**config.mk**
```make
export PLATFORM = sky130hd
export DESIGN_NAME = zint_arb
export DESIGN_NICKNAME = d
export VERILOG_FILES = /design/src/rtl/zint_arb.sv
export SDC_FILE = /design/constraint.sdc
export NUM_CORES = 1
export LEC_CHECK = 0
export CAP_MARGIN = 5
export CORE_AREA = 2 2 47 49
export CTS_BUF_LIST = sky130_fd_sc_hd__clkbuf_16
export CTS_CLUSTER_SIZE = 14
export DETAILED_ROUTE_END_ITERATION = 7
export DIE_AREA = 0 0 49 51
export HOLD_SLACK_MARGIN = 0.06
export PLACE_DENSITY = 0.77
export SKIP_LAST_GASP = 1
export SLEW_MARGIN = 25
export SYNTH_ARGS = -nofsm -noshare
export SYNTH_HDL_FRONTEND = slang
export SYNTH_SLANG_ARGS = --single-unit
```
**constraint.sdc**
```tcl
create_clock -name clk -period 4.6 [get_ports clk]
set_input_delay 0.92 -clock clk [delete_from_list [all_inputs] [get_ports clk]]
set_output_delay 0.92 -clock clk [all_outputs]
set_load 0.01 [all_outputs]
```
**src/rtl/zint_arb.sv**
```systemverilog
// Z80 maskable-interrupt arbiter: NSRC start pulses -> pending flags -> /INT, IM2 vector on ack.
// Latency: start to int_n low 1 clk; intack rise to im2vect valid and winner cleared 1 clk.
// Backpressure: none; a restart while pending sets a sticky overrun flag instead of queueing.
//
// Ports: clk/res_n (async active-low), int_start/intmask/ovr_clr per source,
//        vdos, intack (M1 & IORQ level); outputs im2vect, int_n, pending, ovr.
module zint_arb #(
    parameter int         NSRC      = 4,
    parameter logic [7:0] VECT_BASE = 8'hFF,
    parameter logic [7:0] VECT_DUM  = 8'hFF,
    parameter logic [7:0] LOSE_MASK = 8'b0000_0011,
    parameter logic [7:0] TMO_MASK  = 8'b0000_0001,
    parameter int         TMO       = 32
) (
    input  logic            clk,
    input  logic            res_n,
    input  logic [NSRC-1:0] int_start,
    input  logic [NSRC-1:0] intmask,
    input  logic            vdos,
    input  logic            intack,
    input  logic [NSRC-1:0] ovr_clr,
    output logic [7:0]      im2vect,
    output logic            int_n,
    output logic [NSRC-1:0] pending,
    output logic [NSRC-1:0] ovr
);
    localparam int               SEL_W    = $clog2(NSRC + 1);
    localparam int               CNT_W    = $clog2(TMO + 1);
    localparam logic [SEL_W-1:0] SEL_DUM  = SEL_W'(NSRC);
    localparam logic [CNT_W-1:0] CNT_LAST = CNT_W'(TMO - 1);

    logic [NSRC-1:0]  pending_q, pending_d;
    logic [NSRC-1:0]  ovr_q, ovr_d;
    logic [CNT_W-1:0] tmo_cnt_q [NSRC];
    logic [CNT_W-1:0] tmo_cnt_d [NSRC];
    logic             intack_r_q, intack_r_d;
    logic [SEL_W-1:0] sel_q, sel_d;

    logic             ack_s;
    logic [NSRC-1:0]  lose;
    logic [NSRC-1:0]  blocked;
    logic [NSRC-1:0]  start_ok;
    logic [NSRC-1:0]  vis;
    logic [NSRC-1:0]  win;
    logic [NSRC-1:0]  tmo_hit;
    logic [SEL_W-1:0] win_idx;
    logic [7:0]       sel_ext;

    assign lose = LOSE_MASK[NSRC-1:0];

    always_comb begin
        ack_s      = intack & ~intack_r_q;
        intack_r_d = intack;
        blocked    = ~intmask | ({NSRC{vdos}} & lose);
        start_ok   = int_start & ~blocked;
        // Held sources stay pending in VDOS but are hidden from the CPU.
        vis        = pending_q & ~({NSRC{vdos}} & ~lose);

        // Scan high to low so the lowest visible index wins.
        win_idx = SEL_DUM;
        for (int i = NSRC - 1; i >= 0; i--) begin
            if (vis[i]) win_idx = SEL_W'(i);
        end

        win       = '0;
        tmo_hit   = '0;
        pending_d = pending_q;
        ovr_d     = ovr_q;
        for (int i = 0; i < NSRC; i++) begin
            win[i]     = (win_idx == SEL_W'(i));
            tmo_hit[i] = TMO_MASK[i] & (tmo_cnt_q[i] == CNT_LAST);

            // Block beats start; start beats ack and timeout.
            if (blocked[i])              pending_d[i] = 1'b0;
            else if (int_start[i])       pending_d[i] = 1'b1;
            else if (ack_s && win[i])    pending_d[i] = 1'b0;
            else if (tmo_hit[i])         pending_d[i] = 1'b0;

            // Count only while pending; a fresh start restarts the window.
            if (!TMO_MASK[i] || start_ok[i] || !pending_d[i])
                tmo_cnt_d[i] = '0;
            else
                tmo_cnt_d[i] = tmo_cnt_q[i] + CNT_W'(1);

            // Set wins over clear in the same cycle.
            ovr_d[i] = (start_ok[i] & pending_q[i]) | (ovr_q[i] & ~ovr_clr[i]);
        end

        sel_d = ack_s ? win_idx : sel_q;
    end

    always_ff @(posedge clk or negedge res_n) begin
        if (!res_n) begin
            pending_q  <= '0;
            ovr_q      <= '0;
            intack_r_q <= 1'b0;
            sel_q      <= SEL_DUM;
            for (int i = 0; i < NSRC; i++) tmo_cnt_q[i] <= '0;
        end else begin
            pending_q  <= pending_d;
            ovr_q      <= ovr_d;
            intack_r_q <= intack_r_d;
            sel_q      <= sel_d;
            for (int i = 0; i < NSRC; i++) tmo_cnt_q[i] <= tmo_cnt_d[i];
        end
    end

    // Vector is decoded from the registered selection, so it is stable between acks.
    assign sel_ext = 8'(sel_q);
    assign im2vect = (sel_q == SEL_DUM) ? VECT_DUM : (VECT_BASE - (sel_ext << 1));
    assign int_n   = ~|vis;
    assign pending = pending_q;
    assign ovr     = ovr_q;

endmodule

```
* After elaboration in Yosys (flattened, before gate mapping) *
Cells that the tools add are included.
W data, S select, Z words.

storage, ports and cells
  register bits after elaboration = 18
  input port bits = 16
  output and inout port bits = 17
  logic and storage cells = 70

operators by class
  add/subtract/negate cells = 2
  eq/ne operators = 5
  multiplexer cells = 19
  bitwise operators = 24
  reductions and logical operators = 12

operators with widths
  kind                   count
  $mux W1                13
  $mux W3                4
  $not A4 Y4             3
  $and A1 B1 Y1          9
  $reduce_bool A3 Y1     3
  $and A4 B4 Y4          2
  $mux W8                1
  $add A6 B1 Y6 const B  1
  $eq A3 B2 Y1 const B   2
  $eq A6 B5 Y1 const B   1
  $mux W6                1
  $sub A1 B5 Y6 const A  1
  $not A1 Y1             5
  $logic_and A1 B1 Y1    4
  $or A1 B1 Y1           4
  $or A4 B2 Y4           1
  $reduce_or A4 Y1       1
  $eq A3 B1 Y1 const B   1
  $eq A3 B3 Y1 const B   1
  $logic_not A3 Y1       1
  $logic_not A1 Y1       2
  $logic_or A1 B1 Y1     1

* Longest topological paths before layout *
Gate-level depths: netlist (run 1).

  word-level depth = 14
  mapped depth = 4
  gate-level depth less buffers = 4

* Worst setup path after synthesis (run 1) *
OpenSTA, ideal clock, no wires.

  path kind = input -> output
  start point = input port vdos
  end point = output port int_n
  data arrival time = 1.389 ns
  data required time = 3.680 ns
  path slack = 2.291 ns
  cell stages on the path = 2
  buffers on the path = 0
  cell sequence = o21bai_1 nor3b_1

between the ends
  cells in the longest elaborated chain, start to end = 4

RTL lines
  item                line  text
  start: declaration  19    input logic vdos,
  $not A4 Y4          57    vis = pending_q & ~({NSRC{vdos}} & ~lose);
  $and A4 B4 Y4       57
  $reduce_or A4 Y1    111   assign int_n = ~|vis;
  $logic_not A1 Y1    111
  end: declaration    23    output logic int_n,

Every way passes these cells.

* Worst setup path in the final report (run 1) *
Ends and elaborated chain as after synthesis.

==> implementation parameters, run 1 <==
Parameter                              Value

STA
  Final setup violating endpoints ... 0
  Min Tclk post-route ... 3.38 ns
  RSZ-0062 raised after global routing ... false
  Worst slew margin relative to its limit ... 47.1%
  Total Neg Setup Slack ... 0 ns
  Crit share post-route ... 73.5%
  Max Freq ... 296 MHz
  Max-slew violation total from the final report ... 0
  Actual slew at the worst max-slew pin ... 0.790 ns
  Largest clock skew in the final design ... 0.00254 ns
  Final hold viol count ... 0

Power
  Total power divided by cell area ... 342 mW/mm^2
  Power share of the clock group ... 42.5%
  Portion of total power attributed to sequential cells ... 43.4%
  Post-layout power ... 405 uW
  Total leakage power ... 0.000495 uW
  Share of power burned in combinational logic ... 14.1%
  Cell Int Power ... 317 uW
  Highest ir drop seen on vdd ... 0.235 mV
  Switching power share of the total ... 21.7%
  Net switching power ... 87.7 uW

Synth
  Register bit count reported by yosys ... 18
  Commonest cells in the synthesized netlist ... 17 x sky130_fd_sc_hd__dfrtp_1, 8 x sky130_fd_sc_hd__o21ai_0, 7 x sky130_fd_sc_hd__inv_1
  Fraction of registers with async set/reset ... 100%
  Library cell occupying the most area in the post-synthesis netlist ... sky130_fd_sc_hd__dfrtp_1
  Cell count after synthesis ... 79
  Average cell area after synthesis ... 10.4 um^2
  Number of warnings reported in the yosys synthesis log ... 0
  Post-synth top flop ... sky130_fd_sc_hd__dfrtp_1
  Post-Syn Area ... 821 um^2
  Number of enable flip-flop cells after synthesis ... 0
  Area fraction of the dominant cell type after synthesis ... 51.8%
  Number of different library cells in the post-synthesis netlist ... 27
  Leading cell types by total area after synthesis ... sky130_fd_sc_hd__dfrtp_1 52%, sky130_fd_sc_hd__o21ai_0 4.9%, sky130_fd_sc_hd__buf_4 4.6%
  Most common cell in the synthesized netlist ... sky130_fd_sc_hd__dfrtp_1
  Seq/Total Area, Yosys ... 55.0%

Cells and area
  Share of cells above drive strength 1 ... 5.50%
  Nets ... 127
  Finished Core Util ... 57.3%
  Final cell count without fillers ... 137
  Layout-stage area growth over the synthesis result ... 44.1%
  Antenna diodes ... 0

CTS
  Master cell of the clock root buffer ... sky130_fd_sc_hd__clkbuf_16
  Clock buffers created by TritonCTS ... 3
  Total setup buffers inserted after CTS ... 0
  Largest buffer count on any clock path ... 2
  Worst skew pair latency ... 0.25 ns
  Clock sinks ... 18
  CTS resizes ... 0
  CTS H-tree lvls ... 1
  Hold-fix buffer count after cts ... 0
  TritonCTS clock tree ... yes
  Worst-path clk slew ... 0.05 ns

Critical path
  Critical Path Max Stage Delay ... 0.59 ns
  Critical setup path kind ... in2out
  Maximum fanout encountered on the critical timing path ... 6
  Endpoint kind of the worst setup timing path ... output port
  CP required ... 3.68 ns
  FF-to-FF setup slack ... 2.99 ns
  Critical register-to-register path endpoint ... pending[0]
  CP Launch Type ... input pin
  Series of cell instances along the critical path ... clkdlybuf4s50_1 -> o21bai_1 -> nor3b_1 -> clkdlybuf4s50_1
  Crit path from ... vdos
  R2r startpoint ... tmo_cnt_q[18]
  Setup crit end ... int_n
  Worst path arrival time ... 2.46 ns
  Cell seen most often among critical-path stages ... sky130_fd_sc_hd__clkdlybuf4s50_1
  CP max stage cell ... sky130_fd_sc_hd__clkdlybuf4s50_1
  Cell count of the worst reg-to-reg path ... 4

Drt
  Average wire per cell in the routed design ... 13.3 um
  Antenna-violating nets left ... 0
  Total detailed-routing wirelength ... 1820 um
  Post-DR vias/cell ... 4.94
  First-pass iteration count of the detailed router ... 4
  Starting DRC count in detailed routing ... 14
  Number of vias in the routed layout ... 677
  Total DRC errors in the routed layout ... 0

Worst hold path
  Class of the worst hold path ... reg2reg

Placement
  GPL Wtd Cong ... 0.756
  Placed Cells incl. Taps ... 133
  Detail Placement HPWL ... 1360 um
  Quantity of I/O buffers inserted on ports ... 27

Global routing
  Total global routing track utilization ... 16.3%
  GRT Residual Overflow ... 0
  Maximum number of pins on one net before global-route repair ... 19
  Wire length of the first global-routing pass ... 3060 um
  Number of antenna violations at the first check in global routing ... 0
  Vias in the first global route ... 721

Status
  Outcome ... finished, final reports clean

Floorplanning
  Number of primary I/O pins ... 33
  Die Span X ... 49 um
  Die boundary height ... 51 um
  Die area ... 0.00250 mm^2
  Initial standard-cell utilization of the core ... 39.8%
  Number of placement rows ... 17
  CORE AREA ... 0.00206 mm^2

Job
  Number of violations of the max-capacitance limit ... 0
cells by family after synthesis:
kind of cell               count (synthesis)  synth area share (%)
and+or+nand+nor                           25                  17.2
AOI/OAI and AO/OA                         18                  13.4
DFF                                       18                  55.0
buffers and inverters                     12                  7.78
xor gates and xnor gates                   3                  3.20
adders and majority gates                  1                  1.52
other                                      1                 0.457
muxes                                      1                  1.37
final cells by class:
| cell class | instances | area [um^2] |
|---|---|---|
| clock buffer | 3 | 75.1 |
| clock inverter | 1 | 3.75 |
| fill | 182 | 881 |
| inverter | 7 | 26.3 |
| multi-input combinational | 53 | 320 |
| sequential | 18 | 452 |
| tap | 28 | 35.0 |
| timing repair buffer | 27 | 270 |
worst min path at each step:
stage	start	slack, ns	cells past startpoint	endpoint
6_report	tmo_cnt_q[18]	0.47	1	tmo_cnt_q[18]
5_1_grt	tmo_cnt_q[18]	0.51	1	tmo_cnt_q[18]
4_1_cts	tmo_cnt_q[18]	0.47	1	tmo_cnt_q[18]
3_5_place_dp	tmo_cnt_q[18]	0.46	1	tmo_cnt_q[18]
3_3_place_gp	tmo_cnt_q[18]	0.46	1	tmo_cnt_q[18]
2_1_floorplan	tmo_cnt_q[18]	0.44	1	tmo_cnt_q[18]
critical path: cells and delay by family:
family	cells	cell delay, ns
AOI/OAI and AO/OA	1	0.14
buffers and inverters	2	1.15
and+or+nand+nor	1	0.25
cell usage in the layout (no fill, tap or decap), types with 2 or more instances in the layout:
cell type and instances:
sky130_fd_sc_hd__a21oi_1 2, sky130_fd_sc_hd__clkbuf_16 3, sky130_fd_sc_hd__clkdlybuf4s50_1 27, sky130_fd_sc_hd__conb_1 5, sky130_fd_sc_hd__dfrtp_1 17, sky130_fd_sc_hd__inv_1 8
sky130_fd_sc_hd__nand2_1 5, sky130_fd_sc_hd__nand2b_1 2, sky130_fd_sc_hd__nand3_1 6, sky130_fd_sc_hd__nor2_1 2, sky130_fd_sc_hd__nor3_1 3, sky130_fd_sc_hd__nor3b_1 3
sky130_fd_sc_hd__o21a_1 3, sky130_fd_sc_hd__o21ai_0 8, sky130_fd_sc_hd__xor2_1 2
routing by layer:
metal,wire length (um),share of wire [%],global-route usage [%],vias to the layer above
li1,-,-,-,323
met1,721,40,18.6,323
met2,947,52,28.5,26
met3,117,6.4,4.09,5
met4,32,1.8,8.10,0
met5,0,0,0,-
power groups by stage:
stage	Combinational [uW]	Sequential (uW)	Clock, uW
2_1_floorplan	21.8	178	0
3_3_place_gp	55.8	178	0
3_5_place_dp	57.0	178	0
4_1_cts	57.7	175	174
5_1_grt	62.0	177	182
6_report	57.1	176	172
state kept, by name, summed over array words and instances, names as in the netlist:
register	cells
ovr	4
pending	4
tmo_cnt_q	6
intack_r_q	1
sel_q	3
metrics by stage:
stage	setup slack (ns)	hold WS (ns)	area, um^2
after floorplan	2.29	0.444	836
after global placement	1.24	0.455	1100
after detailed placement	1.20	0.465	1100
after CTS	1.21	0.472	1180
after global routing	1.12	0.514	1180
final	1.22	0.469	1180
(Power assumes the default switching activity.)
==> run 2: changes to the inputs <==
--- a/config.mk
+++ b/config.mk
@@ -6,13 +6,13 @@
 export NUM_CORES = 1
 export LEC_CHECK = 0
 export CAP_MARGIN = 5
-export CORE_AREA = 2 2 47 49
+export CORE_AREA = 2 2 51 53
 export CTS_BUF_LIST = sky130_fd_sc_hd__clkbuf_16
 export CTS_CLUSTER_SIZE = 14
 export DETAILED_ROUTE_END_ITERATION = 7
-export DIE_AREA = 0 0 49 51
+export DIE_AREA = 0 0 53 55
 export HOLD_SLACK_MARGIN = 0.06
-export PLACE_DENSITY = 0.77
+export PLACE_DENSITY = 0.69
 export SKIP_LAST_GASP = 1
 export SLEW_MARGIN = 25
 export SYNTH_ARGS = -nofsm -noshare
==> constraint.sdc (replaced) <==
create_clock -name clk -period 2.9 [get_ports clk]
set_input_delay 0.58 -clock clk [delete_from_list [all_inputs] [get_ports clk]]
set_output_delay 0.58 -clock clk [all_outputs]
set_load 0.01 [all_outputs]
==> implementation parameters, run 2 (synthesis gave the netlist of run 1 again) <==
Parameter                              Value

Placement
  Detail Placement HPWL ... 1310 um
  GPL Wtd Cong ... 0.723
  Quantity of I/O buffers inserted on ports ... 27
  Setup slack after placement ... 0.284 ns

Drt
  Average wire per cell in the routed design ... 12.2 um
  Starting DRC count in detailed routing ... 11
  Number of vias in the routed layout ... 670
  Length of routed wiring on met1 ... 743 um
  Total DRC errors in the routed layout ... 0
  Post-DR vias/cell ... 4.79
  Met2 WL post-DR ... 866 um
  Highest routing layer actually used ... met3
  First-pass iteration count of the detailed router ... 4
  Antenna-violating nets left ... 0
  Routed length on met3 ... 94 um
  Total detailed-routing wirelength ... 1700 um

Global routing
  Maximum number of pins on one net before global-route repair ... 19
  GRT Residual Overflow ... 0
  Number of antenna violations at the first check in global routing ... 0
  Vias in the first global route ... 661
  Total global routing track utilization ... 13.4%
  Wire length of the first global-routing pass ... 2860 um

STA
  Final hold viol count ... 0
  Final setup violating endpoints ... 0
  Actual slew at the worst max-slew pin ... 0.791 ns
  Min Tclk post-route ... 2.61 ns
  Max-slew violation total from the final report ... 0
  Worst slew margin relative to its limit ... 47.1%
  Crit share post-route ... 89.9%
  Worst path setup slack after routing ... 0.294 ns
  Largest clock skew in the final design ... 0.00200 ns
  Total Neg Setup Slack ... 0 ns
  Max Freq ... 384 MHz
  RSZ-0062 raised after global routing ... false

Floorplanning
  Number of primary I/O pins ... 33
  Number of placement rows ... 18
  Die area ... 0.00292 mm^2
  CORE AREA ... 0.00236 mm^2
  Die Span X ... 53 um
  Die boundary height ... 55 um
  Initial standard-cell utilization of the core ... 34.7%

CTS
  Total setup buffers inserted after CTS ... 0
  Worst-path clk slew ... 0.05 ns
  CTS H-tree lvls ... 1
  Largest buffer count on any clock path ... 2
  TritonCTS clock tree ... yes
  Worst skew pair latency ... 0.24 ns
  CTS resizes ... 0
  Master cell of the clock root buffer ... sky130_fd_sc_hd__clkbuf_16
  Clock sinks ... 18
  Clock buffers created by TritonCTS ... 3
  Hold-fix buffer count after cts ... 0

Job
  Number of violations of the max-capacitance limit ... 0

Critical path
  Worst path arrival time ... 2.03 ns
  CP Launch Type ... input pin
  Endpoint kind of the worst setup timing path ... output port
  Maximum fanout encountered on the critical timing path ... 2
  CP required ... 2.32 ns
  Critical setup path kind ... in2out

Cells and area
  Share of cells above drive strength 1 ... 6.36%
  Register bank with the most flops ... tmo_cnt_q
  Most common library cell in the layout ignoring fill and taps ... sky130_fd_sc_hd__clkdlybuf4s50_1
  Top library cells by usage in the layout, fill and taps aside ... 27 x sky130_fd_sc_hd__clkdlybuf4s50_1, 17 x sky130_fd_sc_hd__dfrtp_1, 8 x sky130_fd_sc_hd__o21ai_0
  Nets ... 128
  Layout-stage area growth over the synthesis result ... 45.3%
  Antenna diodes ... 0
  Max FFs per register ... 6

Power
  Total leakage power ... 0.000496 uW
  Total power divided by cell area ... 534 mW/mm^2
  Highest ir drop seen on vdd ... 0.327 mV

Worst hold path
  Class of the worst hold path ... reg2reg

Status
  Outcome ... finished, final reports clean
[run 2: cell count changes in the layout (fill, tap and decap cells not counted), sizes merged]
cell,change
inv,-1
buf,+1
clkinv,+1
[run 2: cell type report]
cell class,count,area (um^2)
Multi-Input combinational cell,53,320
Fill cell,240,1170
Clock buffer,3,75.1
Tap cell,30,37.5
Timing Repair Buffer,28,278
Sequential cell,18,452
Inverter,7,26.3
Clock inverter,1,3.75
[run 2: worst max-delay path, cell delays in order]
cell	delay, ns
sky130_fd_sc_hd__clkdlybuf4s50_1	0.47
sky130_fd_sc_hd__o21bai_1	0.12
sky130_fd_sc_hd__nor3b_1	0.26
sky130_fd_sc_hd__clkdlybuf4s50_1	0.59
[run 2: worst paths after layout]
kind                                from       endpoint  slack (ns)  depth (start not counted)
max in group asynchronous          res_n  tmo_cnt_q[21]        1.61                          1
max reg2reg                tmo_cnt_q[18]     pending[0]        1.30                          4
min reg2reg                tmo_cnt_q[18]  tmo_cnt_q[18]        0.48                          1
min in group asynchronous          res_n         ovr[2]        0.80                          1
max                                 vdos          int_n        0.29                          4
min                        tmo_cnt_q[18]  tmo_cnt_q[18]        0.48                          1
[run 2: per-layer routing]
layer / vias to the layer above / track usage (%)
met1: 326 / 17.3
met3: 0 / 2.15
met4: 0 / 5.13
met5: - / 0
li1: 322 / -
met2: 22 / 22.9
[run 2: power by group]
group          switching, uW  internal [uW]  total, uW
logic                   35.6           53.9       89.5
registers               11.7            267        278
clock network           85.4            183        268
[run 2: per-stage QoR]
step,instances,utilization (%),total power (uW),hold slack [ns],area [um^2]
after global placement,136,47.1,372,0.455,1110
after floorplan,83,-,317,0.284,836
final,140,50.4,636,0.475,1190
after global routing,140,50.4,666,0.490,1190
after detailed placement,136,47.1,373,0.470,1110
after CTS,140,50.4,647,0.477,1190
==> run 3: changes to the inputs <==
--- a/config.mk
+++ b/config.mk
@@ -13,6 +13,7 @@
 export DIE_AREA = 0 0 53 55
 export HOLD_SLACK_MARGIN = 0.06
 export PLACE_DENSITY = 0.69
+export RECOVER_POWER = 50
 export SKIP_LAST_GASP = 1
 export SLEW_MARGIN = 25
 export SYNTH_ARGS = -nofsm -noshare
==> implementation parameters, run 3 (synthesis gave the netlist of run 1 again) <==
Parameter                              Value

CTS
  Largest buffer count on any clock path ... 2
  Clock sinks ... 18
  TritonCTS clock tree ... yes
  Master cell of the clock root buffer ... sky130_fd_sc_hd__clkbuf_16
  Clock buffers created by TritonCTS ... 3
  Hold-fix buffer count after cts ... 0
  CTS H-tree lvls ... 1
  Worst skew pair latency ... 0.24 ns
  CTS resizes ... 0
  Worst-path clk slew ... 0.05 ns
  Total setup buffers inserted after CTS ... 0

STA
  Worst slew margin relative to its limit ... 46.6%
  Largest clock skew in the final design ... 0.00206 ns
  Crit share post-route ... 89.8%
  Max-slew violation total from the final report ... 0
  Final hold viol count ... 0
  RSZ-0062 raised after global routing ... false
  Actual slew at the worst max-slew pin ... 0.798 ns
  Total Neg Setup Slack ... 0 ns
  Final setup violating endpoints ... 0
  Min Tclk post-route ... 2.60 ns
  Max Freq ... 384 MHz

Critical path
  Cell seen most often among critical-path stages ... sky130_fd_sc_hd__clkdlybuf4s50_1
  Critical Path Max Stage Delay ... 0.59 ns
  FF-to-FF setup slack ... 1.30 ns
  Series of cell instances along the critical path ... clkdlybuf4s50_1 -> o21bai_1 -> nor3b_1 -> clkdlybuf4s50_1
  R2r startpoint ... tmo_cnt_q[18]
  Cell count of the worst reg-to-reg path ... 4
  Critical setup path kind ... in2out
  CP required ... 2.32 ns
  Gate family responsible for the most delay along the worst path ... buffers and inverters
  Buf/Inv on CP ... 2
  CP Launch Type ... input pin
  CP max stage cell ... sky130_fd_sc_hd__clkdlybuf4s50_1
  Worst path arrival time ... 2.02 ns
  Endpoint kind of the worst setup timing path ... output port
  Maximum fanout encountered on the critical timing path ... 2
  Critical register-to-register path endpoint ... pending[0]

Placement
  Quantity of I/O buffers inserted on ports ... 27
  GPL Wtd Cong ... 0.723
  Detail Placement HPWL ... 1310 um
  Post-Place Cell Area ... 0.00111 mm^2
  Placed Cells incl. Taps ... 136

Global routing
  Met2 capacity usage during global routing ... 22.9%
  Wire length of the first global-routing pass ... 2860 um
  Grt met3 use ... 2.15%
  Met1 GRT Util ... 17.3%
  GRT Residual Overflow ... 0
  Vias in the first global route ... 661
  GR peak layer ... met2
  Total global routing track utilization ... 13.4%
  Number of antenna violations at the first check in global routing ... 0
  Maximum number of pins on one net before global-route repair ... 19

Worst hold path
  Class of the worst hold path ... reg2reg
  Terminating pin of the worst hold path ... tmo_cnt_q[18]
  Hold wc startpoint ... tmo_cnt_q[18]
  Hold path cells ... 1

Cells and area
  Top library cells by usage in the layout, fill and taps aside ... 23 x sky130_fd_sc_hd__clkdlybuf4s50_1, 17 x sky130_fd_sc_hd__dfrtp_1, 8 x sky130_fd_sc_hd__o21ai_0
  Final Instance Area ... 0.00119 mm^2
  Layout-stage area growth over the synthesis result ... 44.8%
  Most common library cell in the layout ignoring fill and taps ... sky130_fd_sc_hd__clkdlybuf4s50_1
  Final cell count without fillers ... 140
  Max FFs per register ... 6
  Finished Core Util ... 50.3%
  Register bank with the most flops ... tmo_cnt_q
  Share of cells above drive strength 1 ... 5.45%
  Nets ... 128
  Antenna diodes ... 0

Drt
  Antenna-violating nets left ... 0
  Total detailed-routing wirelength ... 1700 um
  Number of vias in the routed layout ... 671
  First-pass iteration count of the detailed router ... 4
  Starting DRC count in detailed routing ... 11
  Total DRC errors in the routed layout ... 0
  Post-DR vias/cell ... 4.79
  Average wire per cell in the routed design ... 12.2 um

Floorplanning
  Number of placement rows ... 18
  Initial standard-cell utilization of the core ... 34.7%
  CORE AREA ... 0.00236 mm^2
  Die area ... 0.00292 mm^2
  Number of primary I/O pins ... 33
  Die boundary height ... 55 um
  Die Span X ... 53 um

Power
  Highest ir drop seen on vdd ... 0.326 mV
  Total leakage power ... 0.000493 uW
  Total power divided by cell area ... 534 mW/mm^2
  Share of power burned in combinational logic ... 13.8%
  Cell Int Power ... 502 uW
  Switching power share of the total ... 20.9%
  Net switching power ... 133 uW
  Power share of the clock group ... 42.3%
  Portion of total power attributed to sequential cells ... 43.9%

Job
  Number of violations of the max-capacitance limit ... 0

Status
  Outcome ... finished, final reports clean
==> run 3: final cells by class <==
cell class                 count  area [um^2]
clock buffer                   3         75.1
clock inverter                 1         3.75
fill                         240         1180
inverter                       7         26.3
multi-input combinational     53          320
sequential                    18          452
tap                           30         37.5
timing repair buffer          28          274
==> run 3: worst reg2reg max path: cells and delay by family (launching register included) <==
family                   cells  cell delay, ns
flip-flops                   1            0.37
AO/OA/AOI/OAI                1            0.16
AND/OR/NAND/NOR              2            0.73
adder cells (fa/ha/maj)      1            0.20
==> run 3: power groups by stage <==
stage	clock (uW)	sequential, uW	combinational [uW]
4_1_cts	277	279	91.0
2_1_floorplan	0	282	34.6
3_3_place_gp	0	282	89.7
3_5_place_dp	0	282	90.7
5_1_grt	286	280	97.5
6_report	268	278	87.8
==> run 3: how the worst max path moves through the flow <==
| stage | cells after the start | slack [ns] | startpoint | endpoint |
|---|---|---|---|---|
| final | 4 | 0.30 | vdos | int_n |
| after CTS | 4 | 0.27 | vdos | int_n |
| after global routing | 4 | 0.23 | vdos | int_n |
| after detailed placement | 4 | 0.28 | vdos | int_n |
| after global placement | 4 | 0.33 | vdos | int_n |
| after floorplan | 2 | 1.27 | vdos | int_n |
==> run 3: through the flow <==
| step | setup slack, ns | total power, uW | hold WS [ns] |
|---|---|---|---|
| 2_1_floorplan | 1.27 | 317 | 0.284 |
| 3_3_place_gp | 0.326 | 372 | 0.455 |
| 3_5_place_dp | 0.284 | 373 | 0.470 |
| 4_1_cts | 0.265 | 647 | 0.477 |
| 5_1_grt | 0.226 | 664 | 0.490 |
| 6_report | 0.297 | 634 | 0.475 |
==> run 3: layer usage <==
layer  wire length (um)  part of all wire [%]  vias to the layer above
met5                  0                     0                        -
met3                 94                   5.5                        0
met1                743                    44                      327
met2                866                    51                       22
li1                   -                     -                      322
met4                  0                     0                        0
